File: config.mk
export PLATFORM = sky130hd
export DESIGN_NAME = telemetry_slot_scheduler
export DESIGN_NICKNAME = d
export VERILOG_FILES = /design/src/rtl/telemetry_slot_scheduler.sv
export SDC_FILE = /design/constraint.sdc
export NUM_CORES = 1
export LEC_CHECK = 0
export BUFFER_PORTS_ARGS = -buffer_cell sky130_fd_sc_hd__buf_2
export CAP_MARGIN = 0
export CORE_AREA = 2 2 249 251
export CTS_BUF_LIST = sky130_fd_sc_hd__clkbuf_8
export DETAILED_ROUTE_END_ITERATION = 10
export DIE_AREA = 0 0 251 253
export GPL_TIMING_DRIVEN = 1
export PLACE_DENSITY = 0.38
export SLEW_MARGIN = 20
export SYNTH_ARGS = -nofsm -noshare
export SYNTH_HDL_FRONTEND = slang
export SYNTH_SLANG_ARGS = --single-unit
File: constraint.sdc
create_clock -name clk -period 6.9 [get_ports clk]
set_clock_uncertainty 0.1 [all_clocks]
set_input_delay 1.38 -clock clk [delete_from_list [all_inputs] [get_ports clk]]
set_output_delay 1.38 -clock clk [all_outputs]
set_load 0.005 [all_outputs]
File: src/rtl/telemetry_slot_scheduler.sv
// Round-robin time-sharing of one 32-bit status word channel between N_SRC sources,
// with a pre-emptive priority word followed by a channel hold before the frame restarts.
module telemetry_slot_scheduler #(
    parameter int N_SRC     = 17,
    parameter int PRIO_ADDR = 17,
    parameter int SLOT_GAP  = 2,
    parameter int PRIO_HOLD = 200000,
    parameter int HOLD_W    = 18
) (
    input  logic                  clk,
    input  logic                  rst_n,
    input  logic [32*N_SRC-1:0]   src_data,
    input  logic [N_SRC-1:0]      src_en,
    input  logic                  prio_req,
    input  logic [31:0]           prio_data,
    output logic [31:0]           out_data,
    output logic [4:0]            out_addr,
    output logic                  out_valid,
    input  logic                  out_ready,
    output logic                  frame_done,
    output logic                  prio_active,
    output logic                  busy
);

    localparam int GAP_W = (SLOT_GAP > 1) ? $clog2(SLOT_GAP) : 1;
    localparam logic [GAP_W-1:0]  GAP_LAST  = GAP_W'((SLOT_GAP > 0) ? SLOT_GAP - 1 : 0);
    localparam logic [HOLD_W-1:0] HOLD_LAST = HOLD_W'(PRIO_HOLD - 1);
    localparam logic [4:0]        PRIO_A    = 5'(PRIO_ADDR);

    typedef enum logic [2:0] {
        SCAN,
        PRESENT,
        GAP,
        PRIO_LOAD,
        PRIO_PRESENT,
        HOLD
    } state_t;

    state_t             state, state_d;
    logic [4:0]         ptr, ptr_d;
    logic               prio_pending, prio_pending_d;
    logic [31:0]        prio_buf, prio_buf_d;
    logic [HOLD_W-1:0]  hold_cnt, hold_cnt_d;
    logic [GAP_W-1:0]   gap_cnt, gap_cnt_d;
    logic               sent_in_frame, sent_in_frame_d;
    logic [31:0]        out_data_d;
    logic [4:0]         out_addr_d;
    logic               out_valid_d, frame_done_d, prio_active_d;

    logic               found;
    logic [4:0]         found_idx;
    logic [31:0]        found_data;
    logic               hs;

    assign hs   = out_valid & out_ready;
    assign busy = (state != SCAN);

    // Descending walk so the lowest enabled index at or above ptr wins.
    always_comb begin
        found      = 1'b0;
        found_idx  = '0;
        found_data = '0;
        for (int i = N_SRC - 1; i >= 0; i--) begin
            if (src_en[i] && (5'(i) >= ptr)) begin
                found      = 1'b1;
                found_idx  = 5'(i);
                found_data = src_data[32*i +: 32];
            end
        end
    end

    always_comb begin
        state_d         = state;
        ptr_d           = ptr;
        prio_pending_d  = prio_pending;
        prio_buf_d      = prio_buf;
        hold_cnt_d      = hold_cnt;
        gap_cnt_d       = gap_cnt;
        sent_in_frame_d = sent_in_frame;
        out_data_d      = out_data;
        out_addr_d      = out_addr;
        out_valid_d     = out_valid;
        frame_done_d    = 1'b0;
        prio_active_d   = prio_active;

        case (state)
            SCAN: begin
                if (prio_pending) begin
                    state_d = PRIO_LOAD;
                end else if (found) begin
                    out_data_d  = found_data;
                    out_addr_d  = found_idx;
                    out_valid_d = 1'b1;
                    state_d     = PRESENT;
                end else begin
                    ptr_d           = '0;
                    frame_done_d    = sent_in_frame;
                    sent_in_frame_d = 1'b0;
                end
            end
            PRESENT: begin
                if (hs) begin
                    out_valid_d     = 1'b0;
                    ptr_d           = out_addr + 5'd1;
                    sent_in_frame_d = 1'b1;
                    gap_cnt_d       = '0;
                    state_d         = (SLOT_GAP > 0) ? GAP : SCAN;
                end
            end
            GAP: begin
                if (gap_cnt == GAP_LAST) begin
                    state_d = SCAN;
                end else begin
                    gap_cnt_d = gap_cnt + GAP_W'(1);
                end
            end
            PRIO_LOAD: begin
                out_data_d     = prio_buf;
                out_addr_d     = PRIO_A;
                out_valid_d    = 1'b1;
                prio_pending_d = 1'b0;
                prio_active_d  = 1'b1;
                state_d        = PRIO_PRESENT;
            end
            PRIO_PRESENT: begin
                if (hs) begin
                    out_valid_d = 1'b0;
                    hold_cnt_d  = '0;
                    state_d     = HOLD;
                end
            end
            HOLD: begin
                // A fresh request re-sends immediately; the hold restarts on its accept.
                if (prio_pending) begin
                    state_d = PRIO_LOAD;
                end else if (hold_cnt == HOLD_LAST) begin
                    ptr_d           = '0;
                    sent_in_frame_d = 1'b0;
                    prio_active_d   = 1'b0;
                    state_d         = SCAN;
                end else begin
                    hold_cnt_d = hold_cnt + HOLD_W'(1);
                end
            end
            default: state_d = SCAN;
        endcase

        // Requests are captured in every state; a newer one overwrites the buffer.
        if (prio_req) begin
            prio_buf_d     = prio_data;
            prio_pending_d = 1'b1;
        end
    end

    always_ff @(posedge clk or negedge rst_n) begin
        if (!rst_n) begin
            state         <= SCAN;
            ptr           <= '0;
            prio_pending  <= 1'b0;
            prio_buf      <= '0;
            hold_cnt      <= '0;
            gap_cnt       <= '0;
            sent_in_frame <= 1'b0;
            out_data      <= '0;
            out_addr      <= '0;
            out_valid     <= 1'b0;
            frame_done    <= 1'b0;
            prio_active   <= 1'b0;
        end else begin
            state         <= state_d;
            ptr           <= ptr_d;
            prio_pending  <= prio_pending_d;
            prio_buf      <= prio_buf_d;
            hold_cnt      <= hold_cnt_d;
            gap_cnt       <= gap_cnt_d;
            sent_in_frame <= sent_in_frame_d;
            out_data      <= out_data_d;
            out_addr      <= out_addr_d;
            out_valid     <= out_valid_d;
            frame_done    <= frame_done_d;
            prio_active   <= prio_active_d;
        end
    end

endmodule
==> results of run 1 <==
placed cells by master (no fill, tap or decap), types with 8 or more instances in the layout:
cell type    n
nand3_1     46
nor2b_1      8
a2111oi_0    9
a221oi_2    10
mux2_2      33
o31ai_1     10
mux2i_1      9
nor3_1      15
nor4_1      33
clkbuf_8    10
dfrtp_1    101
buf_4       22
nand4_1     35
and3_1      18
diode_2     10
a21oi_1     89
buf_2      636
a211oi_1    34
inv_1       12
nand2_1    168
o221ai_1    30
a21boi_0    31
o21ai_0    113
nor2_1      88
o21ai_1      8
a221oi_1    75
o211ai_1    58
xnor2_1      8
or3_1       42
a22o_1      29
report_power, final:
part / leakage, nW / internal, mW / switching [mW] / total [mW]
logic: 4.71 / 1.00 / 2.15 / 3.15
clock network: 0.0916 / 0.141 / 0.262 / 0.403
registers: 1.25 / 0.750 / 0.222 / 0.972
total: 6.06 / 1.89 / 2.63 / 4.52
worst max path at each step:
stage / slack [ns] / from / cells after the start / to
2_1_floorplan: 3.55 / src_en[1] / 9 / out_data[15]
3_5_place_dp: 2.38 / src_en[4] / 9 / out_data[18]
6_report: 2.51 / ptr[3] / 8 / out_data[18]
5_1_grt: 2.26 / ptr[3] / 8 / out_data[29]
3_3_place_gp: 2.44 / src_en[4] / 9 / out_data[29]
4_1_cts: 2.55 / ptr[3] / 8 / out_data[11]
registers in the layout (all words and copies together), names as in the netlist:
name and cells:
out_data 32, out_valid 1, prio_active 1, gap_cnt 1
prio_buf 32, ptr 5, out_addr 5, state 3
sent_in_frame 1, prio_pending 1, frame_done 1, hold_cnt 18
stage by stage:
| stage | total power [mW] | util, % |
|---|---|---|
| floorplan | 2.66 | - |
| global placement | 4.08 | 22.6 |
| detailed placement | 4.09 | 22.6 |
| CTS | 4.51 | 22.9 |
| global route | 4.78 | 23.0 |
| finish | 4.52 | 23.0 |
worst max-delay path: cells and delay by family, from the launching register on:
| kind | cells | cell delay, ns |
|---|---|---|
| buffers and inverters | 1 | 0.29 |
| AO/OA/AOI/OAI | 3 | 0.86 |
| AND/OR/NAND/NOR | 4 | 2.18 |
| flip-flops | 1 | 0.78 |
layer usage:
metal | GRT usage [%] | up-vias | share of wire (%)
li1 | - | 6290 | -
met1 | 33.4 | 6949 | 45
met2 | 39.3 | 758 | 45
met3 | 5.88 | 105 | 8.3
met4 | 5.00 | 32 | 1.6
met5 | 0 | - | 0.23
kinds of logic (layout without fill, tap and decap cells):
family / Yosys count / in the layout / synth area share [%]
AOI/OAI and AO/OA: 537 / 537 / 38.0
other: 0 / 10 / 0
adders and majority gates: 2 / 2 / 0.250
xor gates and xnor gates: 10 / 10 / 0.875
buffers and inverters: 155 / 684 / 6.61
and+or+nand+nor: 502 / 502 / 24.4
muxes: 42 / 42 / 4.61
DFF: 101 / 101 / 25.2
area by class of cell:
class                      count  area [um2]  share of cell area (%)
antenna                       10        25.0                   0.178
timing repair buffer         658        3350                    23.9
clock inverter                 6        40.0                   0.285
multi-input combinational   1093        6930                    49.4
clock buffer                  10         138                   0.981
tap                          790         988                    7.04
sequential                   101        2530                    18.0
inverter                      10        37.5                   0.268
==> impl_metrics.env, run 1 <==
export IMPL_io_pins=638
export IMPL_yosys_warnings=0
export IMPL_postLayoutCellArea_um2=14000
export IMPL_rows=91
export IMPL_rrSetupSlack_ns=2.51
export IMPL_rr_endpoint="out_data[18]"
export IMPL_grt_max_degree=67
export IMPL_slowest_delay_ns=0.84
export IMPL_final_nets=2472
export IMPL_worstHoldStart="sent_in_frame"
export IMPL_port_buffers=637
export IMPL_slew_viol_final=0
export IMPL_slowest_stage="and2_4"
export IMPL_root_buffer="clkbuf_8"
export IMPL_clk_latency_ns=0.43
export IMPL_syn_cell_area_um2=10000
export IMPL_gr_usage_all_layers_pct=24.5
export IMPL_routed_wl_um=82300
export IMPL_rsz0062_at_grt="no"
export IMPL_die_y_um=253
export IMPL_cts_setup_buffers=0
export IMPL_worstSetupEndpointType="flop"
export IMPL_gp_congestion=0.914
export IMPL_start_util_pct=16.4
export IMPL_synthArstFlopShare_pct=100
export IMPL_worstHoldPathCells=2
export IMPL_pre_cts_slack_ns=2.38
export IMPL_ys_top_cells_by_count="nand2_1 (172), o21ai_0 (113), clkbuf_1 (108)"
export IMPL_yosysMostFrequentCell="nand2_1"
export IMPL_hold_violations=0
export IMPL_dieArea_um2=63500
export IMPL_synth_seq_cells=101
export IMPL_drc=0
export IMPL_syn_area_per_cell_um2=7.42
export IMPL_reg2reg_depth=8
export IMPL_fin_hold_ws_ns=0.409
export IMPL_path_clk_slew_ns=0.13
export IMPL_routedWlPerCell_um=30.7
export IMPL_fp_dieW_um=251
export IMPL_seq_area_frac_synth_pct=25.2
export IMPL_ctsHoldBuffers=0
export IMPL_grt_pass1_wl_um=109000
export IMPL_postRouteAntennaNets=0
export IMPL_path_cells="nand2_1 -> and4b_2 -> buf_4 -> or3_4 -> o31ai_4 -> and2_4 -> a2111oi_0 -> a22o_1"
export IMPL_drv_cap=0
export IMPL_slew_limit_headroom_pct=24.3
export IMPL_finalWorstSetupSlack_ns=2.51
export IMPL_tightest_slew_ns=1.13
export IMPL_grt_pass1_vias=13700
export IMPL_placedCellCount=2652
export IMPL_htree_levels=3
export IMPL_period_minus_slack_ns=4.39
export IMPL_hold_path_class="reg2reg"
export IMPL_finalSetupTns_ns=0
export IMPL_drive_gt1_share_pct=40.2
export IMPL_fillers=7034
export IMPL_synth_largest_area_cell="dfrtp_1"
export IMPL_crit_type="reg2reg"
export IMPL_fin_crit_sh_pct=63.7
export IMPL_ys_types=68
export IMPL_dpl_hpwl_um=65200
export IMPL_worstSetupStartpointType="flop"
export IMPL_core_area_um2=61000
export IMPL_synth_nets=1948
export IMPL_via_per_inst=5.28
export IMPL_syn_instance_count=1349
export IMPL_clock_sinks=101
export IMPL_synth_top_cell_area_share_pct=25.2
export IMPL_setup_viol=0
export IMPL_cts_buffer_depth=2
export IMPL_hold_end="sent_in_frame"
export IMPL_ir_worst_vdd_mv=0.141
export IMPL_first_pass_iters=7
export IMPL_path_max_fanout=66
export IMPL_rr_startpoint="ptr[3]"
export IMPL_fmax_mhz=228
export IMPL_synth_area_leaders="dfrtp_1 (25%), a221oi_1 (6.6%), nand2_1 (6.4%)"
export IMPL_drtIter0Drc=1335
export IMPL_cts_repair_resized=0
export IMPL_synth_ff_type="dfrtp_1"
export IMPL_tritoncts="built"
export IMPL_fin_cells=2678
export IMPL_cp_data_required_time_ns=7.11
export IMPL_powerDensity_nw_per_um2=322
export IMPL_outcome="completed"
export IMPL_area_delta_synth_final_pct=40.2
export IMPL_cts_buffers=9
export IMPL_vias=14100
export IMPL_critPathArrivalTime_ns=4.61
export IMPL_antenna_found_initial=37
export IMPL_power_leakage_nw=6.06
export IMPL_placed_cell_area_um2=13800
export IMPL_synth_edf_count=0
export IMPL_grt_overflow=0
Power figures use the tool's default switching activity.
==> run 2: changes to the inputs <==
--- a/config.mk
+++ b/config.mk
@@ -7,10 +7,10 @@
 export LEC_CHECK = 0
 export BUFFER_PORTS_ARGS = -buffer_cell sky130_fd_sc_hd__buf_2
 export CAP_MARGIN = 0
-export CORE_AREA = 2 2 249 251
+export CORE_AREA = 2 2 250 252
 export CTS_BUF_LIST = sky130_fd_sc_hd__clkbuf_8
 export DETAILED_ROUTE_END_ITERATION = 10
-export DIE_AREA = 0 0 251 253
+export DIE_AREA = 0 0 252 254
 export GPL_TIMING_DRIVEN = 1
 export PLACE_DENSITY = 0.38
 export SLEW_MARGIN = 20
==> constraint.sdc (replaced) <==
create_clock -name clk -period 4.07 [get_ports clk]
set_clock_uncertainty 0.1 [all_clocks]
set_input_delay 0.814 -clock clk [delete_from_list [all_inputs] [get_ports clk]]
set_output_delay 0.814 -clock clk [all_outputs]
set_load 0.005 [all_outputs]
==> run 2 against run 1 <==
Effect of this change:
- critical path depth is the same
- setup slack worse by 2.1 ns
- hold slack worse by 0.31 ns
- via count rose by 2.8%
==> impl_metrics.env, run 2 (synthesis results as in run 1) <==
export IMPL_port_buffers=637
export IMPL_finalWorstSetupSlack_ns=0.414
export IMPL_placed_cell_area_um2=14100
export IMPL_antenna_found_initial=46
export IMPL_fin_crit_sh_pct=89.8
export IMPL_die_y_um=254
export IMPL_drtIter0Drc=1680
export IMPL_register_area_um2=2530
export IMPL_htree_levels=3
export IMPL_fillers=7007
export IMPL_clock_sinks=101
export IMPL_fp_dieW_um=252
export IMPL_tritoncts="built"
export IMPL_dpl_hpwl_um=71600
export IMPL_multi_input_area_um2=6930
export IMPL_first_pass_iters=6
export IMPL_slew_viol_final=0
export IMPL_drive_gt1_share_pct=41.3
export IMPL_pre_cts_slack_ns=0.349
export IMPL_clk_latency_ns=0.46
export IMPL_io_pins=638
export IMPL_ir_worst_vdd_mv=0.280
export IMPL_dieArea_um2=64000
export IMPL_path_clk_slew_ns=0.14
export IMPL_powerDensity_nw_per_um2=561
export IMPL_cts_repair_resized=0
export IMPL_routedWlPerCell_um=32.4
export IMPL_grt_max_degree=91
export IMPL_reg_largest_list="out_data: 32 flops, prio_buf: 32 flops, hold_cnt: 18 flops"
export IMPL_mostFrequentLayoutCells="buf_2 (636), nand2_1 (168), o21ai_0 (109), dfrtp_1 (101), a21oi_1 (89)"
export IMPL_cts_buffers=9
export IMPL_gp_congestion=0.956
export IMPL_via_per_inst=5.35
export IMPL_postRouteAntennaNets=0
export IMPL_layout_commonest_cell="buf_2"
export IMPL_core_area_um2=61300
export IMPL_tightest_slew_ns=1.24
export IMPL_postLayoutCellArea_um2=14400
export IMPL_finalSetupTns_ns=0
export IMPL_routed_wl_um=88100
export IMPL_final_nets=2505
export IMPL_fin_cells=2716
export IMPL_fin_hold_ws_ns=0.100
export IMPL_drc=0
export IMPL_crit_type="reg2reg"
export IMPL_setup_viol=0
export IMPL_vias=14500
export IMPL_grt_overflow=0
export IMPL_area_delta_synth_final_pct=43.5
export IMPL_cts_buffer_depth=2
export IMPL_start_util_pct=16.3
export IMPL_path_max_fanout=29
export IMPL_rows=91
export IMPL_cts_setup_buffers=0
export IMPL_root_buffer="clkbuf_8"
export IMPL_gr_usage_all_layers_pct=26.3
export IMPL_hold_violations=0
export IMPL_outcome="completed"
export IMPL_grt_pass1_vias=14100
export IMPL_critPathArrivalTime_ns=3.96
export IMPL_rsz0062_at_grt="no"
export IMPL_period_minus_slack_ns=3.66
export IMPL_slew_limit_headroom_pct=16.5
export IMPL_drv_cap=0
export IMPL_placedCellCount=2685
export IMPL_ctsHoldBuffers=0
export IMPL_worstSetupStartpointType="flop"
export IMPL_power_leakage_nw=6.24
export IMPL_fmax_mhz=274
export IMPL_grt_pass1_wl_um=116000
export IMPL_worstSetupEndpointType="flop"
export IMPL_reg2reg_depth=8
export IMPL_cp_data_required_time_ns=4.37
export IMPL_hold_path_class="in2async"
==> run 2: critical path, stage by stage (launching register included) <==
cell      delay, ns
dfrtp_1        0.58
o41ai_2        0.66
and3_1         0.23
buf_4          0.31
a221oi_1       0.13
o31ai_1        1.03
o211ai_1       0.25
nand4_1        0.15
a22o_1         0.13
==> run 2: stage by stage <==
| stage | power, mW | utilization (%) |
|---|---|---|
| floorplan | 4.52 | - |
| global placement | 7.23 | 23.1 |
| detailed placement | 7.21 | 23.1 |
| CTS | 8.00 | 23.4 |
| global route | 8.48 | 23.4 |
| finish | 8.06 | 23.5 |
==> run 2: area by class of cell <==
type	instances	area share [%]
well taps	790	6.88
clock inverters	6	0.366
inverters	10	0.261
multi-input cells	1093	48.2
diodes	15	0.261
repair buffers	691	25.5
clock buffers	10	0.958
flip-flops and latches	101	17.6
==> run 2: layer usage <==
layer	wire length, um	global-route usage (%)	vias up
met4	1770	6.15	40
met5	258	0	-
met2	37800	39.6	865
met3	8570	7.28	133
li1	-	-	6345
met1	39700	36.8	7148
==> run 2: where the power goes <==
group	total (mW)	switching (mW)	internal, mW
Clock	0.758	0.506	0.252
Combinational	5.69	3.83	1.86
Sequential	1.61	0.336	1.27
==> run 2: worst paths after layout <==
kind	start	to	slack [ns]
worst max-delay path	ptr[2]	out_data[28]	0.41
worst min-delay path	rst_n	out_data[19]	0.10
worst max register to register	ptr[2]	out_data[28]	0.41
worst min register to register	sent_in_frame	sent_in_frame	0.40
max in group asynchronous	rst_n	out_data[4]	2.86
min in group clk	sent_in_frame	sent_in_frame	0.40
